**config.mk**
```make
export PLATFORM = sky130hd
export DESIGN_NAME = multicycle_ctrl
export DESIGN_NICKNAME = d
export VERILOG_FILES = /design/src/rtl/multicycle_ctrl.sv
export SDC_FILE = /design/constraint.sdc
export NUM_CORES = 1
export LEC_CHECK = 0
export CAP_MARGIN = 20
export CORE_ASPECT_RATIO = 1.5
export CORE_MARGIN = 1
export CORE_UTILIZATION = 27
export CTS_CLUSTER_DIAMETER = 120
export DETAILED_ROUTE_END_ITERATION = 8
export PLACE_DENSITY_LB_ADDON = 0.05
export SLEW_MARGIN = 15
export SYNTH_ARGS = -nofsm -noshare
export SYNTH_HDL_FRONTEND = slang
export SYNTH_SLANG_ARGS = --single-unit
```
**constraint.sdc**
```tcl
create_clock -name clk -period 1.4 [get_ports clk]
set_input_delay 0.28 -clock clk [delete_from_list [all_inputs] [get_ports clk]]
set_output_delay 0.28 -clock clk [all_outputs]
set_load 0.01 [all_outputs]
```
**src/rtl/multicycle_ctrl.sv**
```systemverilog
// multicycle_ctrl: Moore sequencer for the multi-cycle MIPS datapath.
// Optional build macro MC_MEM_WAIT_EN: FETCH, MEMRD and MEMWR hold until mem_ready.
module multicycle_ctrl (
  input  logic        clk,
  input  logic        rst,
  input  logic [31:0] Instr,
  input  logic        zero,
  input  logic        mem_ready,
  output logic        IorD,
  output logic        MemWrite,
  output logic        IRWrite,
  output logic        RegDst,
  output logic        MemtoReg,
  output logic        RegWrite,
  output logic        ALUSrcA,
  output logic [1:0]  ALUSrcB,
  output logic [2:0]  ALU_Control,
  output logic [1:0]  PCSrc,
  output logic        PCEn,
  output logic        instr_done,
  output logic        illegal,
  output logic [3:0]  state
);
  localparam logic [3:0] FETCH    = 4'd0;
  localparam logic [3:0] DECODE   = 4'd1;
  localparam logic [3:0] MEMADR   = 4'd2;
  localparam logic [3:0] MEMRD    = 4'd3;
  localparam logic [3:0] MEMWB    = 4'd4;
  localparam logic [3:0] MEMWR    = 4'd5;
  localparam logic [3:0] EXECUTE  = 4'd6;
  localparam logic [3:0] ALUWB    = 4'd7;
  localparam logic [3:0] BRANCH   = 4'd8;
  localparam logic [3:0] ADDIEXEC = 4'd9;
  localparam logic [3:0] ADDIWB   = 4'd10;
  localparam logic [3:0] JUMP     = 4'd11;

  logic [3:0] r_state, w_next;
  logic [5:0] w_op, w_fn;
  logic       w_rdy, w_pcwrite, w_branch, w_unused;

  assign w_op = Instr[31:26];
  assign w_fn = Instr[5:0];

`ifdef MC_MEM_WAIT_EN
  assign w_rdy    = mem_ready;
  assign w_unused = ^Instr[25:6];
`else
  // memory always completes in one cycle; mem_ready is not looked at
  assign w_rdy    = 1'b1;
  assign w_unused = ^{Instr[25:6], mem_ready};
`endif

  // state register; reset abandons the current instruction and returns to FETCH at once
  always_ff @(posedge clk or posedge rst) begin
    if (rst) r_state <= FETCH;
    else     r_state <= w_next;
  end

  // per-state datapath controls and next state, with IR decode in DECODE/EXECUTE
  always_comb begin
    IorD        = 1'b0;
    MemWrite    = 1'b0;
    IRWrite     = 1'b0;
    RegDst      = 1'b0;
    MemtoReg    = 1'b0;
    RegWrite    = 1'b0;
    ALUSrcA     = 1'b0;
    ALUSrcB     = 2'b00;
    ALU_Control = 3'b010;
    PCSrc       = 2'b00;
    instr_done  = 1'b0;
    illegal     = 1'b0;
    w_pcwrite   = 1'b0;
    w_branch    = 1'b0;
    w_next      = FETCH;
    case (r_state)
      FETCH: begin
        ALUSrcB   = 2'b01;
        IRWrite   = w_rdy;
        w_pcwrite = w_rdy;
        w_next    = w_rdy ? DECODE : FETCH;
      end
      DECODE: begin
        ALUSrcB = 2'b11;
        if (w_op == 6'b100011 || w_op == 6'b101011) w_next = MEMADR;
        else if (w_op == 6'b000000) w_next = EXECUTE;
        else if (w_op == 6'b000100) w_next = BRANCH;
        else if (w_op == 6'b001000) w_next = ADDIEXEC;
        else if (w_op == 6'b000010) w_next = JUMP;
        else illegal = 1'b1;
      end
      MEMADR: begin
        ALUSrcA = 1'b1;
        ALUSrcB = 2'b10;
        w_next  = (w_op == 6'b101011) ? MEMWR : MEMRD;
      end
      MEMRD: begin
        IorD   = 1'b1;
        w_next = w_rdy ? MEMWB : MEMRD;
      end
      MEMWB: begin
        MemtoReg   = 1'b1;
        RegWrite   = 1'b1;
        instr_done = 1'b1;
      end
      MEMWR: begin
        IorD       = 1'b1;
        MemWrite   = 1'b1;
        instr_done = w_rdy;
        w_next     = w_rdy ? FETCH : MEMWR;
      end
      EXECUTE: begin
        ALUSrcA = 1'b1;
        case (w_fn)
          6'b100000: w_next = ALUWB;
          6'b100010: begin ALU_Control = 3'b110; w_next = ALUWB; end
          6'b100100: begin ALU_Control = 3'b000; w_next = ALUWB; end
          6'b100101: begin ALU_Control = 3'b001; w_next = ALUWB; end
          6'b101010: begin ALU_Control = 3'b111; w_next = ALUWB; end
          default:   illegal = 1'b1;
        endcase
      end
      ALUWB: begin
        RegDst     = 1'b1;
        RegWrite   = 1'b1;
        instr_done = 1'b1;
      end
      BRANCH: begin
        ALUSrcA     = 1'b1;
        ALU_Control = 3'b110;
        w_branch    = 1'b1;
        PCSrc       = 2'b01;
        instr_done  = 1'b1;
      end
      ADDIEXEC: begin
        ALUSrcA = 1'b1;
        ALUSrcB = 2'b10;
        w_next  = ADDIWB;
      end
      ADDIWB: begin
        RegWrite   = 1'b1;
        instr_done = 1'b1;
      end
      JUMP: begin
        PCSrc      = 2'b10;
        w_pcwrite  = 1'b1;
        instr_done = 1'b1;
      end
      default: w_next = FETCH;
    endcase
  end

  assign PCEn  = w_pcwrite | (w_branch & zero);
  assign state = r_state;
endmodule

```
* Word-level counts from Yosys, hierarchy flattened
Index checks and enable logic that the tools add are counted.
Storage, ports and cells: bits in latches 0, RAM bits 0, bits in read-only memories 0, flip-flop bits (word level) 4, memories kept 0, output and inout port bits 21
Operators by class: mux-type cells 29, reduce and logical (&&, ||, !) cells 10, bitwise logic cells 2, div/mod/pow operators 0, shifts and indexed selects 0, $mul 0, $add $sub $neg 0, magnitude comparators 0, eq/ne operators 21
Operators with widths (count):
- 6-bit == test (second input constant) | 7
- 4-bit case mux with 6 select lines | 1
- 4-bit 2-to-1 mux | 5
- 4-bit by 3-bit == test with 1-bit output (second input constant) | 4
- 4-bit == test (second input constant) | 4
- 1-bit 2-to-1 mux | 16
- 3-bit case mux with 4 select lines | 1
- 4-bit by 2-bit == test with 1-bit output (second input constant) | 2
- 6-bit by 2-bit == test with 1-bit output (second input constant) | 1
- 6-bit by 3-bit == test with 1-bit output (second input constant) | 1
- 6-bit by 4-bit == test with 1-bit output (second input constant) | 1
- 6-bit zero test | 1
- 3-bit 2-to-1 mux | 2
- 2-bit case mux with 3 select lines | 1
- 3-bit case mux with 2 select lines | 1
- 2-bit OR reduction | 3
- 6-bit OR reduction | 1
- 5-bit OR reduction | 1
- 4-bit by 1-bit == test with 1-bit output (second input constant) | 1
- 4-bit zero test | 1
- 2-bit case mux with 2 select lines | 1
- 4-bit OR reduction | 1
- 3-bit OR reduction | 1
- 1-bit case mux with 2 select lines | 1
- 3 further kinds | 3

* Longest topological paths before layout
depth after elaboration 7, depth in mapped cells 5, mapped depth without buffers 4

* Worst setup path before layout
Ideal clock, no wire load.
path type flip-flop to output port, start point register r_state[2] (netlist: state[2]), end point output port ALU_Control[2], stages on the path, launching flop included 5, arrival time 1.257 ns, path slack -0.137 ns, cell sequence dfrtp_1 > buf_6 > nand2b_1 > nor3_1 > a31o_1
On the way: cells in the longest elaborated chain, start to end 2, elaborated cells on any way between the ends 3, those cells by class eq/ne (2); mux (1)
RTL lines:
- start: declaration | line 37 | logic [3:0] r_state, w_next;
- start signal: assignment | line 56 | else r_state <= w_next;
- 4-bit == test / 4-bit by 3-bit == test with 1-bit output (equally long branches) | line 76 | case (r_state)
- 3-bit case mux with 2 select lines * | line 76
- end: declaration | line 17 | output logic [2:0] ALU_Control,
Every way passes the cells marked *; elsewhere a longest branch is shown, timed or not.

* Worst setup path after layout
start point register r_state[0] (netlist: state[0]), end point output port illegal
On the way: cells in the longest elaborated chain, start to end 2, elaborated cells on any way between the ends 3, those cells by class eq/ne (2); mux (1)
RTL lines:
- 4-bit by 3-bit == test with 1-bit output / 4-bit by 1-bit == test with 1-bit output (equally long branches) | line 76
- 1-bit case mux with 2 select lines * | line 76
- end: declaration | line 21 | output logic illegal,
Marked as above.

==> flow_summary_export.csv <==
group,metric,value,unit
status,status,"finished with violations",
status,violations,"negative setup slack",
cells_and_area,largest_register_ffs,4,
clock_tree,htreeDepth,1,
yosys,seq_area_frac_synth,19.0,%
pwr,swShare,42.4,%
timing,finalSetupViolCount,17,
cells_and_area,syn_to_final_growth,157,%
clock_tree,hold_buffers,0,
pwr,power.total,1.76,mW
grt,grt_pass1_wl,3190,um
floorplan,rows,19,
cells_and_area,nets,187,
cells_and_area,final_cell_area,0.00136,mm^2
route,vias_per_cell,4.98,
clock_tree,tritoncts,"done",
yosys,ys_types,34,
timing,slew_viol_final,0,
yosys,synth_ff_type,"dfrtp_1",
floorplan,coreArea,0.00183,mm^2
floorplan,boundaryPins,57,
grt,grt_max_degree,7,
setup_path,cp_max_fo,5,
timing,final.period_utilization,115,%
yosys,syn_area_per_cell,7.02,um^2
setup_path,criticalPathCategory,"flip-flop to primary output",
pwr,clock_power_share,7.9,%
pwr,comb_power_share,79.8,%
placement,dp_hpwl,1400,um
route,antenna_left,0,
pwr,seq_power_share,12.3,%
route,drt_iter0_drc,3,
grt,antenna_found_initial,0,
route,drt_first_pass_iters,4,
timing,rsz0062_at_grt,"true",
worst_hold_path,hp-class,"input pin to asynchronous set/reset pin",
clock_tree,cts_buffer_depth,2,
route,wl_per_cell,11.9,um
cells_and_area,drive_gt1_share,65.8,%
yosys,ys_warn_count,0,
timing,final.setup_skew,0.00312,ns
setup_path,cp-start-kind,"flip-flop",
setup_path,worstPathRequired,1.12,ns
yosys,synth_area,527,um^2
clock_tree,insertion_delay,0.23,ns
floorplan,die_h,56.1,um
grt,grt.overflow.total,0,
grt,gr-usage-all-layers,20.1,%
timing,setup_slack,-0.213,ns
yosys,async_reset_ff_share,100,%
yosys,synthTopCellsByCount,"10 x nor2_1, 7 x nor3_1",
route,drcViolationCount,0,
timing,tightest_slew,0.241,ns
floorplan,fp.dieW,38.1,um
timing,layout_min_cycle_time,1.61,ns
pwr,p_leak,0.641,nW
route,wl,2020,um
route,num_vias,846,
floorplan,floorplan.initialDensity,28.8,%
cells_and_area,n_antenna_cell,0,
yosys,netlist_instances,75,
timing,fin_setup_tns,-1.66,ns
clock_tree,clk_pin_slew_worst_paths,0.04,ns
yosys,yosys.cell_count.top_type,"nor2_1",
pwr,p_int,1.01,mW
placement,pre_cts_ws,-0.890,ns
pwr,p_per_area,1300,mW/mm^2
pwr,netSwitchingPower,747,uW
yosys,synth_top_area_share,19.0,%
yosys,synth.area.top_cells,"dfrtp_1 19%, nor2_1 7.1%, nor3_1 6.7%",
pwr,vdd_ir_drop_max,0.000642,V
clock_tree,cts-buffers-inserted,3,
yosys,synth_edf_count,0,
yosys,ys_ff_latch,4,
setup_path,arrival,1.33,ns
yosys,syn_nets,111,
timing,maxSlewHeadroom,83.9,%
timing,max_freq,620,MHz
setup_path,crit_path_end_kind,"primary output",
yosys,yosysTopAreaCell,"dfrtp_1",
clock_tree,cts_root_buffer,"clkbuf_4",
timing,finalHoldViolations,0,
placement,dpl_cell_area,0.00109,mm^2
grt,grt_pass1_vias,789,
clock_tree,cts_sinks,4,
placement,gp_congestion,0.686,
placement,io_buffers,35,
job,max_cap_viol_count,0,
floorplan,die_area,0.00214,mm^2
## final cells by class
type / count / area [um^2]
clock buffers: 3 / 22.5
fillers: 157 / 475
inverters: 4 / 17.5
multi-input cells: 63 / 561
flip-flops and latches: 4 / 104
well taps: 21 / 26.3
repair buffers: 75 / 624
## worst paths after layout
check / startpoint / end / slack (ns) / depth (start not counted)
worst max-delay path: state[0]$_DFF_PP0_ / illegal / -0.21 / 5
worst min-delay path: rst / state[2]$_DFF_PP0_ / 0.23 / 2
worst max register to register: state[2]$_DFF_PP0_ / state[1]$_DFF_PP0_ / 0.05 / 4
worst min register to register: state[2]$_DFF_PP0_ / state[3]$_DFF_PP0_ / 0.68 / 2
max in group asynchronous: rst / state[1]$_DFF_PP0_ / 1.01 / 2
min in group clk: Instr[4] / state[2]$_DFF_PP0_ / 0.60 / 6
## cell families after synthesis
kind of cell,count (synthesis),synth area share [%]
buffers and inverters,8,8.31
xor gates and xnor gates,3,4.99
AOI/OAI and AO/OA,21,25.9
muxes,2,3.80
and+or+nand+nor,37,38.0
DFF,4,19.0
## critical path: stages (launching register included)
cell and delay [ns]:
dfrtp_2 0.43, buf_4 0.15, nand2b_4 0.09, nor2_2 0.05, a32o_2 0.26, buf_6 0.12
## metrics by stage
step                      std cells  hold WS (ns)  utilization, %
final                           170         0.228            74.0
after detailed placement        154         0.473            59.5
after CTS                       167         0.227            67.3
after floorplan                  75        0.0461               -
after global placement          154         0.468            59.5
after global routing            170         0.263            74.0
## per-layer routing
| metal | vias to the layer above | global-route usage [%] | wire, um |
|---|---|---|---|
| met5 | - | 0 | 0 |
| met1 | 395 | 21.8 | 722 |
| li1 | 422 | - | - |
| met2 | 25 | 37.0 | 1200 |
| met4 | 0 | 8.67 | 41 |
| met3 | 4 | 1.20 | 55 |
## power by group through the flow
stage	combinational, mW	sequential (mW)	clock, mW
floorplan	0.518	0.207	0
global placement	1.14	0.205	0
detailed placement	1.15	0.206	0
CTS	1.20	0.226	0.145
global route	1.49	0.226	0.150
finish	1.40	0.217	0.138
## repair_timing
action | CTS | global route
gates cloned | 1 | 0
gates resized for setup | 125 | 26
pin swaps | 17 | 6
setup endpoints to repair | 24 | 23
endpoints found under the hold margin | 0 | 0
buffers inserted | 9 | 3
## cell usage in the layout (no fill, tap or decap), types with 3 or more instances in the layout
cell type         n
buf_4            30
buf_6            15
buf_2            12
dlygate4sd2_1    11
o21ai_1           7
nand2b_4          4
nor2_4            4
nor3_2            4
nor2_1            4
nand2_2           3
clkbuf_4          3
clkdlybuf4s15_1   3
dfrtp_2           3
Power figures use the tool's default switching activity.
